## src/rtl/rr_priority_arbiter.sv

```systemverilog
// Registered N-way arbiter: grant is locked to one requester until it releases
// or the optional hold timeout expires; fixed or round-robin priority.
module rr_priority_arbiter #(
  parameter int N           = 4,
  parameter int ROUND_ROBIN = 1,
  parameter int MAX_HOLD    = 0,
  localparam int UW         = $clog2(N)
) (
  input  logic          clock,
  input  logic          reset_n,
  input  logic [N-1:0]  request,
  output logic          valid,
  output logic [UW-1:0] user,
  output logic [N-1:0]  grant
);

  localparam logic [0:0] S_IDLE  = 1'b0;
  localparam logic [0:0] S_GRANT = 1'b1;

  localparam int          HW = (MAX_HOLD > 1) ? $clog2(MAX_HOLD) : 1;
  localparam int unsigned NU = N;

  logic [0:0]    r_state;
  logic [UW-1:0] r_ptr;
  logic [HW-1:0] r_hold;
  logic          r_valid;
  logic [UW-1:0] r_user;
  logic [N-1:0]  r_grant;

  logic [UW-1:0] w_winner;
  logic [N-1:0]  w_onehot;
  logic          w_found;
  logic          w_timeout;
  logic          w_release;
  logic [UW-1:0] w_ptr_next;
  int unsigned   w_idx;

  // Scan from the rotating pointer (round-robin) or from index 0 (fixed).
  always_comb begin
    w_winner = '0;
    w_found  = 1'b0;
    w_idx    = 0;
    for (int unsigned i = 0; i < NU; i++) begin
      if (ROUND_ROBIN != 0) w_idx = (int'(r_ptr) + i) % NU;
      else                  w_idx = i;
      if (!w_found && request[w_idx[UW-1:0]]) begin
        w_found  = 1'b1;
        w_winner = w_idx[UW-1:0];
      end
    end
  end

  assign w_onehot   = {{(N-1){1'b0}}, 1'b1} << w_winner;
  assign w_timeout  = (MAX_HOLD > 0) && (int'(r_hold) == MAX_HOLD - 1);
  assign w_release  = !request[r_user] || w_timeout;
  assign w_ptr_next = (r_user == UW'(N - 1)) ? '0 : r_user + 1'b1;

  always_ff @(posedge clock or negedge reset_n) begin
    if (!reset_n) begin
      r_state <= S_IDLE;
      r_ptr   <= '0;
      r_hold  <= '0;
      r_valid <= 1'b0;
      r_user  <= '0;
      r_grant <= '0;
    end else begin
      case (r_state)
        S_IDLE: begin
          if (|request) begin
            r_valid <= 1'b1;
            r_user  <= w_winner;
            r_grant <= w_onehot;
            r_hold  <= '0;
            r_state <= S_GRANT;
          end
        end
        S_GRANT: begin
          if (w_release) begin
            r_valid <= 1'b0;
            r_user  <= '0;
            r_grant <= '0;
            r_state <= S_IDLE;
            if (ROUND_ROBIN != 0) r_ptr <= w_ptr_next;
          end else if (MAX_HOLD > 0) begin
            // Reaching MAX_HOLD-1 always releases, so this never overflows.
            r_hold <= r_hold + 1'b1;
          end
        end
        default: r_state <= S_IDLE;
      endcase
    end
  end

  assign valid = r_valid;
  assign user  = r_user;
  assign grant = r_grant;

endmodule
```

## config.mk

```make
export PLATFORM = sky130hd
export DESIGN_NAME = rr_priority_arbiter
export DESIGN_NICKNAME = d
export VERILOG_FILES = /design/src/rtl/rr_priority_arbiter.sv
export SDC_FILE = /design/constraint.sdc
export NUM_CORES = 1
export LEC_CHECK = 0
export ABC_CLOCK_PERIOD_IN_PS = 1900
export BUFFER_PORTS_ARGS = -buffer_cell sky130_fd_sc_hd__buf_2
export CAP_MARGIN = 20
export CORE_AREA = 2 2 39 41
export CTS_BUF_LIST = sky130_fd_sc_hd__clkbuf_8
export DETAILED_ROUTE_END_ITERATION = 10
export DIE_AREA = 0 0 41 43
export PLACE_DENSITY = 0.71
export SETUP_SLACK_MARGIN = 0.4
export SLEW_MARGIN = 15
export SYNTH_ARGS = -nofsm -noshare
export SYNTH_HDL_FRONTEND = slang
export SYNTH_SLANG_ARGS = --single-unit
export TNS_END_PERCENT = 5
```

## constraint.sdc

```tcl
create_clock -name clock -period 1.9 [get_ports clock]
set_input_delay 0.38 -clock clock [delete_from_list [all_inputs] [get_ports clock]]
set_output_delay 0.38 -clock clock [all_outputs]
set_load 0.01 [all_outputs]
```

==> results of run 1 <==
-- area by class of cell --
class,count,share of cell area
multi-input combinational,38,0.405
sequential,10,0.372
timing repair buffer,14,0.110
clock buffer,3,0.0608
tap,16,0.0295
inverter,3,0.0166
clock inverter,1,0.00552
-- state kept, by name (all words and copies together) (netlist names) --
register / flops
user: 2
r_ptr: 2
valid: 1
grant: 4
r_state: 1
-- Yosys cell counts --
cell      instances
mux4_2            1
ha_1              1
nor3_1            1
inv_1             3
buf_6             1
mux2_4            1
or3_1             1
nand3_1           6
nand2b_4          1
dfrtp_1          10
o41ai_2           1
buf_2             1
o22ai_1           1
o21a_1            1
mux2i_1           2
o31ai_1           5
a21oi_1           3
o22a_1            1
o21ai_0           2
nand2_1           5
nor2_1            2
a21boi_0          1
nand2b_1          1
-- routing by layer --
metal / part of all wire / global-route usage
met5: 0 / 0
met4: 0 / 0.0200
met3: 0.063 / 0.0838
met2: 0.48 / 0.209
met1: 0.46 / 0.217
-- path summary, 6_finish.rpt --
path	start	endpoint	slack [ns]	depth (start not counted)
max in group asynchronous	reset_n	r_ptr[1]	1.70	1
worst max register to register	user[0]	r_ptr[1]	0.40	3
worst min register to register	grant[3]	grant[3]	0.50	2
worst max-delay path	user[0]	r_ptr[1]	0.40	3
min in group clock	grant[3]	grant[3]	0.50	2
worst min-delay path	reset_n	user[1]	-0.002	1
-- power by group --
part           total, mW  internal [mW]  switching, mW  leakage [nW]
Combinational      0.509          0.247          0.262         0.185
Sequential         0.415          0.319         0.0962         0.123
Clock              0.214          0.141         0.0736        0.0269
-- metrics by stage --
stage                     instances  power, mW  setup WS, ns
after CTS                        85       1.15         0.392
after detailed placement         79      0.896         0.263
after global placement           79      0.884         0.282
after floorplan                  52      0.758         0.283
final                            85       1.14         0.400
after global routing             85       1.22         0.362
-- cells by family (layout without fill, tap and decap cells) --
kind of cell / after synthesis / after routing / synth area share
adders and majority gates: 1 / 1 / 0.0230
DFF: 10 / 10 / 0.460
and+or+nand+nor: 17 / 18 / 0.161
AOI/OAI and AO/OA: 15 / 15 / 0.200
muxes: 4 / 4 / 0.106
buffers and inverters: 5 / 21 / 0.0506
-- repair_timing --
| action | CTS | global route |
|---|---|---|
| pin swaps | 0 | 0 |
| endpoints found under the setup margin | 1 | 4 |
| resized for setup | 0 | 1 |
| buffers inserted | 1 | 0 |
| cloned | 1 | 0 |
==> impl_metrics.json, run 1 <==
{
  "num-nets-final": 77,
  "outcome": "finished with violations",
  "critical_path.top_delay_family": "multiplexers",
  "io_buffers": 12,
  "netlist_area_sq_um": 544,
  "fillers": 128,
  "cp.required_ns": 2.01,
  "drtAntennaViolNets": 0,
  "place.detailed.hpwl_um": 801,
  "violations": "negative hold slack",
  "synthTopCellsByArea": "dfrtp_1 (46%), o31ai_1 (6.9%), nand3_1 (5.5%)",
  "rows": 14,
  "most-common-layout-cells": "buf_2 (12), dfrtp_1 (8), nand3_1 (6), nand2_1 (5), o31ai_1 (5)",
  "cp_num_buf_inv": 0,
  "synth_cell_types": 23,
  "path_class": "flop to flop",
  "drc_errors": 0,
  "numCtsBuffers": 3,
  "yosysSeqAreaShare": 0.460,
  "crit_path_max_fanout": 5,
  "dieArea_sq_um": 1760,
  "via_per_inst": 5.35,
  "slew_headroom": 0.782,
  "gp_congestion": 0.805,
  "cp-start-kind": "flop",
  "multi_input_area_sq_um": 275,
  "wl_mm": 1.10,
  "synth-seq-cells": 10,
  "clock_skew_ns": 0.00523,
  "yosysWarningCount": 0,
  "avgSynthCellArea_sq_um": 10.5,
  "place_area_sq_um": 617,
  "syn2layout_area_growth_pct": 24.8,
  "finalSetupViolCount": 0,
  "dr.pass1.iters": 2,
  "vdd_drop_max_mv": 0.987,
  "diodes": 0,
  "cts_buffer_depth": 2,
  "clock.fmax_mhz": 667,
  "htree_levels": 1,
  "grt_use_total": 0.153,
  "wire_per_inst_um": 13.0,
  "die_y_um": 43,
  "layout_min_cycle_time_ns": 1.50,
  "postCtsHoldBufs": 0,
  "cts_tree": "built",
  "core_region_area_sq_um": 1380,
  "power.leakage_nw": 0.335,
  "setup_tns_ns": 0,
  "synthCells": 52,
  "initial_core_util": 0.393,
  "crit_chain": "mux4_2 > nand2b_4 > mux2_4",
  "power-per-cell-area_nw_per_um2": 1680,
  "gr-total-overflow": 0,
  "final_common_cell": "buf_2",
  "final_hold_viol_count": 5,
  "yosys.area.top_type": "dfrtp_1",
  "grt_pass1_wl_mm": 1.81,
  "pin_count": 13,
  "chipWidth_um": 41,
  "grt_max_degree": 15,
  "max_stage_delay_ns": 0.52,
  "grt_pass1_vias": 426,
  "tightestPinTransition_ns": 0.327,
  "hp-class": "input pin to async pin",
  "fin_util": 0.491,
  "route.vias.total": 455,
  "antenna_found_initial": 0,
  "crit_path_top_delay_cell": "mux4_2",
  "final_area_sq_um": 679,
  "period_share": 0.789,
  "crit_arrival_ns": 1.61,
  "drt-initial-drc-count": 6,
  "cts.sinks": 10,
  "ff_latch_area_sq_um": 253,
  "drv_slew": 0,
  "rsz0062_at_grt": "true",
  "drive_gt1_frac": 0.348,
  "syn_nets": 59,
  "synth_top_area_frac": 0.460,
  "clock_latency_ns": 0.23,
  "cts_root_buf": "clkbuf_8",
  "clkTransAtPathRegs_ns": 0.05,
  "holdWs_ns": -0.00196,
  "crit_path_end_kind": "flop",
  "max-cap-violations": 0
}
Note: power is estimated with default switching activity, not from simulation.
==> run 2, diff against run 1 <==
- ABC_CLOCK_PERIOD_IN_PS: 1900 -> 1300
- PLACE_DENSITY: 0.71 -> 0.73
- clock period: 1.9 -> 1.3 ns (I/O delays scaled with it)
==> run 2 against run 1 <==
Against the previous run: the run ends with negative setup slack left; sequential power increased by 44%; first-iteration DRC count shrank 83%; critical endpoint unchanged; combinational power is 88% higher; count of clock-buffer cells in the layout is 1 higher; final area grew 17%; non-clock buffer count up 9; critical path type unchanged; maximum frequency fell by 1.1%; die area stayed put; critical path depth unchanged; sequential share of layout area decreased by 5.4 points; clock power increased by 78%; via count grew 9.7%.
==> impl_metrics.json, run 2 (synthesis results as in run 1) <==
{
  "gp_congestion": 0.741,
  "num-nets-final": 86,
  "wl_met1_um": 612,
  "grt_use_total": 0.181,
  "power-per-cell-area_nw_per_um2": 2430,
  "numCtsBuffers": 3,
  "final_common_cell": "buf_2",
  "io_buffers": 12,
  "crit_path_max_fanout": 5,
  "grt_pass1_wl_mm": 2.13,
  "hp-class": "input pin to async pin",
  "grt_max_degree": 15,
  "most-common-layout-cells": "buf_2 (10), dfrtp_1 (8), buf_4 (8), nand3_1 (6), nand2_1 (5)",
  "top_layer_used": "met4",
  "intPower_mw": 1.23,
  "core_region_area_sq_um": 1380,
  "rows": 14,
  "p_seq_frac": 0.309,
  "clock_skew_ns": 0.00575,
  "fillers": 126,
  "dr.pass1.iters": 4,
  "cts_tree": "built",
  "clkTransAtPathRegs_ns": 0.05,
  "cp-start-kind": "flop",
  "tightestPinTransition_ns": 0.359,
  "power.leakage_nw": 0.391,
  "r2r-end": "r_ptr[1]",
  "reg2reg_slack_ns": -0.22,
  "drc_errors": 0,
  "timing.rr.start": "user[0]",
  "total_power_mw": 1.93,
  "initial_core_util": 0.393,
  "wl_met3_um": 40,
  "p_clk_frac": 0.197,
  "cts_buffer_depth": 2,
  "syn2layout_area_growth_pct": 46.2,
  "r2r_cells": 3,
  "route.vias.total": 499,
  "crit_path_end_kind": "flop",
  "vdd_drop_max_mv": 1.08,
  "period_share": 1.17,
  "die_y_um": 43,
  "violations": "negative setup slack",
  "final_hold_viol_count": 0,
  "cts.sinks": 10,
  "finalSetupViolCount": 8,
  "wl_mm": 1.37,
  "via_per_inst": 5.31,
  "fin_util": 0.575,
  "final_area_sq_um": 796,
  "crit_arrival_ns": 1.63,
  "path_class": "flop to flop",
  "htree_levels": 1,
  "combPwrFrac": 0.494,
  "clock.fmax_mhz": 659,
  "slew_headroom": 0.759,
  "chipWidth_um": 41,
  "max-cap-violations": 0,
  "outcome": "finished with violations",
  "setup_tns_ns": -0.883,
  "dr_wl_met2_um": 704,
  "wire_per_inst_um": 14.5,
  "gr-total-overflow": 0,
  "layout_min_cycle_time_ns": 1.52,
  "dieArea_sq_um": 1760,
  "place.detailed.hpwl_um": 973,
  "grt_pass1_vias": 489,
  "pin_count": 13,
  "drtAntennaViolNets": 0,
  "holdWs_ns": 0.412,
  "cp.required_ns": 1.42,
  "largest_reg_flops": 4,
  "antenna_found_initial": 0,
  "clock_latency_ns": 0.23,
  "drive_gt1_frac": 0.462,
  "netSwitchingFraction": 0.364,
  "p_sw_mw": 0.703,
  "rsz0062_at_grt": "true",
  "place_area_sq_um": 677,
  "drv_slew": 0,
  "diodes": 0,
  "setup_slack_ns": -0.217,
  "cts_root_buf": "clkbuf_8",
  "drt-initial-drc-count": 1
}
-- run 2: cell types whose count changed in the layout (fill, tap and decap cells not counted), sizes merged --
cell | previous run | this run
inv | 4 | 3
dlygate4sd3 | 0 | 1
clkbuf | 3 | 4
buf | 14 | 22
-- run 2: worst max path at each step --
| stage | from | to | slack [ns] |
|---|---|---|---|
| 6_report | user[0] | r_ptr[1] | -0.22 |
| 5_1_grt | user[0] | r_ptr[1] | -0.26 |
| 4_1_cts | user[0] | r_ptr[1] | -0.19 |
| 3_5_place_dp | user[0] | r_ptr[1] | -0.20 |
| 3_3_place_gp | user[0] | r_ptr[1] | -0.17 |
| 2_1_floorplan | user[0] | r_ptr[1] | -0.32 |
-- run 2: metrics by stage --
step	instances	setup WS, ns
final	94	-0.217
after global routing	94	-0.257
after CTS	94	-0.193
after detailed placement	87	-0.203
after global placement	87	-0.166
after floorplan	52	-0.317
-- run 2: layer usage --
metal	global-route usage	vias to the layer above
li1	-	246
met1	0.238	243
met2	0.269	8
met3	0.0471	2
met4	0.0800	0
met5	0	-
-- run 2: repair_timing --
item	in CTS	in global routing
setup buffers	1	0
endpoints found under the setup margin	17	17
hold buffers	1	0
endpoints found under the hold margin	10	0
pin swaps	1	0
gates cloned	1	0
resized for setup	5	4
-- run 2: critical path: stages (launching register included) --
cell and delay, ns:
dfrtp_2 0.36, mux4_2 0.54, nand2b_4 0.20, mux2_4 0.31
-- run 2: cell type report --
| cell class | instances | area [sq um] | share of cell area |
|---|---|---|---|
| repair buffers | 23 | 165 | 0.208 |
| inverters | 3 | 11.3 | 0.0142 |
| flip-flops and latches | 10 | 253 | 0.318 |
| multi-input cells | 38 | 292 | 0.366 |
| well taps | 16 | 20.0 | 0.0252 |
| clock buffers | 4 | 55.1 | 0.0692 |
-- run 2: power groups by stage --
stage	clock, mW	combinational [mW]	sequential, mW
CTS	0.391	0.924	0.587
detailed placement	0	0.819	0.581
floorplan	0	0.474	0.634
global route	0.406	1.04	0.625
global placement	0	0.792	0.576
finish	0.381	0.955	0.597
